### src/rtl/controle_iluminacao_pkg.sv
// Shared types and defaults for the automatic lighting controller.
// Lamp states, press-classifier pulse bundle, default press timings.
package pacote_iluminacao;

    typedef enum logic [1:0] {
        APAGADA      = 2'd0,
        ACESA_AUTO   = 2'd1,
        ACESA_MANUAL = 2'd2
    } estado_luz_t;

    typedef struct packed {
        logic curto;
        logic longo;
    } pulsos_t;

    localparam int MIN_PRESS_T_DEF  = 50;
    localparam int LONG_PRESS_T_DEF = 3000;

endpackage

### src/rtl/controle_iluminacao_classificador.sv
// Push-button press classifier: glitch / short / long.
// Emits one-cycle short pulse on release, one-cycle long pulse at saturation.
module classificador_botao
    import pacote_iluminacao::*;
#(
    parameter int MIN_PRESS_T  = MIN_PRESS_T_DEF,
    parameter int LONG_PRESS_T = LONG_PRESS_T_DEF
) (
    input  logic    clk,
    input  logic    rst,
    input  logic    botao,
    output pulsos_t pulsos
);

    localparam int W = $clog2(LONG_PRESS_T + 1);
    localparam logic [W-1:0] MIN_V  = W'(MIN_PRESS_T);
    localparam logic [W-1:0] LONG_V = W'(LONG_PRESS_T);

    logic [W-1:0] tp;
    logic         botao_ant;

    // Hold-time counter, release edge detect and pulse generation
    always_ff @(posedge clk) begin
        if (rst) begin
            tp        <= '0;
            botao_ant <= 1'b0;
            pulsos    <= '0;
        end else begin
            botao_ant <= botao;
            pulsos    <= '0;
            if (botao) begin
                if (tp != LONG_V)
                    tp <= tp + 1'b1;
                pulsos.longo <= (tp == LONG_V - 1'b1);
            end else begin
                tp <= '0;
                if (botao_ant && tp >= MIN_V && tp < LONG_V)
                    pulsos.curto <= 1'b1;
            end
        end
    end

endmodule

### src/rtl/controle_iluminacao.sv
// Lighting sequencer: button classifier plus lamp state machine.
// Drives lamp, shutdown-timer enable and manual-mode flag.
module controle_iluminacao
    import pacote_iluminacao::*;
#(
    parameter int MIN_PRESS_T  = MIN_PRESS_T_DEF,
    parameter int LONG_PRESS_T = LONG_PRESS_T_DEF
) (
    input  logic clk,
    input  logic rst,
    input  logic botao,
    input  logic infravermelho,
    input  logic C,
    output logic L,
    output logic enable,
    output logic modo_manual
);

    pulsos_t     pulsos;
    estado_luz_t estado;
    estado_luz_t prox;

    classificador_botao #(
        .MIN_PRESS_T (MIN_PRESS_T),
        .LONG_PRESS_T(LONG_PRESS_T)
    ) u_classificador (
        .clk   (clk),
        .rst   (rst),
        .botao (botao),
        .pulsos(pulsos)
    );

    // State register
    always_ff @(posedge clk) begin
        if (rst)
            estado <= APAGADA;
        else
            estado <= prox;
    end

    // Next state: long press beats short press beats timeout/presence
    always_comb begin
        prox = APAGADA;
        case (estado)
            APAGADA: begin
                if (pulsos.longo)
                    prox = ACESA_MANUAL;
                else if (pulsos.curto || infravermelho)
                    prox = ACESA_AUTO;
                else
                    prox = APAGADA;
            end
            ACESA_AUTO: begin
                if (pulsos.longo)
                    prox = ACESA_MANUAL;
                else if (pulsos.curto || C)
                    prox = APAGADA;
                else
                    prox = ACESA_AUTO;
            end
            ACESA_MANUAL: begin
                if (pulsos.longo)
                    prox = ACESA_AUTO;
                else if (pulsos.curto)
                    prox = APAGADA;
                else
                    prox = ACESA_MANUAL;
            end
            default: prox = APAGADA;
        endcase
    end

    // Moore output decode
    always_comb begin
        L           = 1'b0;
        enable      = 1'b0;
        modo_manual = 1'b0;
        case (estado)
            ACESA_AUTO: begin
                L      = 1'b1;
                enable = 1'b1;
            end
            ACESA_MANUAL: begin
                L           = 1'b1;
                modo_manual = 1'b1;
            end
            default: ;
        endcase
    end

endmodule

### config.mk
export PLATFORM = sky130hd
export DESIGN_NAME = controle_iluminacao
export DESIGN_NICKNAME = d
export VERILOG_FILES = /design/src/rtl/controle_iluminacao_pkg.sv /design/src/rtl/controle_iluminacao_classificador.sv /design/src/rtl/controle_iluminacao.sv
export SDC_FILE = /design/constraint.sdc
export NUM_CORES = 1
export LEC_CHECK = 0
export CAP_MARGIN = 15
export CORE_MARGIN = 1.5
export CORE_UTILIZATION = 55
export CTS_CLUSTER_DIAMETER = 100
export DETAILED_ROUTE_END_ITERATION = 12
export DONT_BUFFER_PORTS = 1
export PLACE_DENSITY = 0.8
export SYNTH_ARGS = -nofsm -noshare
export SYNTH_HDL_FRONTEND = slang
export SYNTH_HIERARCHICAL = 1
export SYNTH_SLANG_ARGS = --single-unit
### constraint.sdc
create_clock -name clk -period 1.6 [get_ports clk]
set_clock_uncertainty 0.1 [all_clocks]
set_input_delay 0.4 -clock clk [delete_from_list [all_inputs] [get_ports clk]]
set_output_delay 0.4 -clock clk [all_outputs]
set_load 0.1 [all_outputs]
==> impl_metrics.csv <==
group,metric,value,unit
status,status,"finished, violations left",
status,violations,"setup timing",
detailed_routing,ant_nets,0,
sta,hold_viol_final,0,
grt,grt_pass1_wl,2730,µm
placement,place.detailed.hpwl,1240,µm
die,die-height,42.8,µm
placement,placed_area,947,µm²
clocking,cts_tree,"done",
layout,antenna_cells,0,
power,pwr-share-clk,29.9,%
placement,io_buffers,0,
synthesis,synth_edf_count,0,
grt,grt_pass1_vias,640,
power,p_seq_share,57.9,%
layout,nNetsFinal,120,
detailed_routing,wire_per_inst,14.7,µm
synthesis,yosysTopAreaCell,"dfxtp_1",
sta,relSlewSlack,75.9,%
sta,rsz0062_at_grt,"true",
detailed_routing,vias,743,
sta,slew_viol_final,0,
layout,fillerInstances,103,
power,intPower,0.557,mW
clocking,cts_htree_levels,1,
worst_setup_path,r2r_cells,5,
power,netSwitchingFraction,25.6,%
sta,final.setup.worst_slack,-59.4,ps
clocking,clockBufferDepth,2,
worst_setup_path,worst_setup_path_start_kind,"register",
detailed_routing,drc,0,
grt,grt_max_degree,11,
detailed_routing,routed_wl,1820,µm
layout,fin_cells,124,
grt,track_usage,20.2,%
die,die_area,1830,µm²
sta,finalSetupViolations,1,
hold_path,worstHoldPathType,"in2reg",
die,num_rows,14,
synthesis,syn_inst,98,
worst_setup_path,worstSetupPathType,"reg2out",
die,core-area,1490,µm²
sta,fin_crit_sh,104,%
synthesis,yosysMostFrequentCell,"dfxtp_1",
power,fin_total_pwr,0.750,mW
worst_setup_path,worst-path-max-fanout,3,
synthesis,yosysSeqAreaShare,39.0,%
hold_path,holdPathStages,1,
synthesis,synth_nets,109,
detailed_routing,drtPass1Iterations,4,
worst_setup_path,end_kind,"output port",
grt,grt-ovfl-total,0,
clocking,cts.sinks,17,
power,irDropWorstVdd,0.000499,V
power,power_leakage,0.373,nW
worst_setup_path,critPathRequiredTime,1100,ps
clocking,cts_hold_buffers,0,
clocking,numCtsBuffers,3,
synthesis,synth_top_area_share,39.0,%
die,start_util,58.6,%
layout,fin_util,70.6,%
power,p_per_area,713,nW/µm²
placement,placedCellCount,117,
synthesis,synth_area,872,µm²
detailed_routing,drtIter0Drc,27,
clocking,insertion_delay,290,ps
sta,fmax,0.603,GHz
clocking,cts.clk_slew.worst_paths,90,ps
sta,period_minus_slack,1660,ps
power,power_switching,0.192,mW
detailed_routing,vias_per_cell,5.99,
layout,stdcell_area,1050,µm²
clocking,cts-root-buf,"clkbuf_4",
synthesis,synth_area_leaders,"dfxtp_1, ha_1, xnor2_1",
synthesis,synth_common_cells,"dfxtp_1, nor2_1, inv_1, nand3_1, xnor2_1",
synthesis,async_flop_share,0,%
layout,drive_above_1_share,23.1,%
placement,pre_cts_ws,170,ps
grt,antenna_found_initial,0,
die,pin_count,8,
synthesis,synth.distinct_cells,29,
synthesis,yosysWarnings,6,
worst_setup_path,worstPathArrival,1160,ps
synthesis,synth.avg_cell_area,8.90,µm²
layout,areaGrowthSynthToFinish,20.5,%
run,maxCapViolations,0,
placement,routabilityCongestion,0.859,
synthesis,synth_seq_cells,17,
die,die_w,42.8,µm
sta,tightest_slew,362,ps
synthesis,synth_ff_type,"dfxtp_1",
power,pwr-share-comb,12.1,%
-- worst paths after layout --
check / slack (ps) / start / endpoint
min reg2reg: 360 / u_classificador/botao_ant / u_classificador/pulsos[1]
min: 70 / rst / estado[0]
max reg2reg: 130 / u_classificador/tp[1] / u_classificador/tp[8]
max: -60 / estado[0] / L
-- sequential cells by signal, indices dropped and copies added, names as in the netlist --
register,cells
estado,2
u_classificador/botao_ant,1
u_classificador/pulsos,2
u_classificador/tp,12
-- layer usage --
metal / wire, µm / global-route usage [%] / vias to the layer above
met5: 0 / 0 / -
met4: 13 / 11.3 / 0
met3: 119 / 2.98 / 2
met2: 1020 / 37.3 / 35
met1: 675 / 21.3 / 345
li1: - / - / 361
-- metrics by stage --
| stage | setup TNS (ps) | hold slack, ps |
|---|---|---|
| global placement | 0 | 331 |
| detailed placement | 0 | 343 |
| CTS | -112 | 48.0 |
| floorplan | -35.5 | 318 |
| global route | -112 | 41.7 |
| finish | -59.4 | 66.0 |
-- layout make-up --
| cell class | count | area, µm² | area share [%] |
|---|---|---|---|
| Multi-Input combinational cell | 70 | 517 | 49.2 |
| Sequential cell | 17 | 345 | 32.9 |
| Timing Repair Buffer | 9 | 109 | 10.4 |
| Inverter | 8 | 32.5 | 3.10 |
| Clock buffer | 3 | 22.5 | 2.14 |
| Tap cell | 16 | 20.0 | 1.90 |
| Clock inverter | 1 | 5.00 | 0.476 |
-- cells by family (layout without fill, tap and decap cells) --
family / count (synthesis) / after routing / synth area share, %
simple gates: 43 / 43 / 28.0
flops: 17 / 17 / 39.0
compound gates: 13 / 13 / 10.3
buf+inv: 11 / 21 / 6.03
xor+xnor: 8 / 8 / 8.03
fa+ha+maj: 6 / 6 / 8.61
-- power by group through the flow --
stage	Combinational, mW	Clock [mW]	Sequential (mW)
finish	0.0911	0.224	0.434
global route	0.0955	0.252	0.435
CTS	0.0892	0.243	0.433
detailed placement	0.0791	0	0.442
global placement	0.0773	0	0.442
floorplan	0.0568	0	0.443
-- critical path: stages, from the launching register on --
cell,delay [ps]
dfxtp_4,390
inv_4,50
ha_4,260
buf_12,160
-- layout by cell type (no fill, tap or decap), drive strengths merged, types with 3 or more instances in the layout --
master / instances
xnor2: 7
inv: 8
nor3: 4
clkbuf: 3
a21oi: 4
a211oi: 3
dfxtp: 17
ha: 6
buf: 9
nor2: 14
nand2: 4
nand3: 8
-- repair_timing --
action	4_1_cts	5_1_grt
buffers inserted	1	2
pin swaps	0	1
resized for setup	8	5
setup endpoints to repair	3	3
No activity file was read; power rests on OpenSTA's default activity.
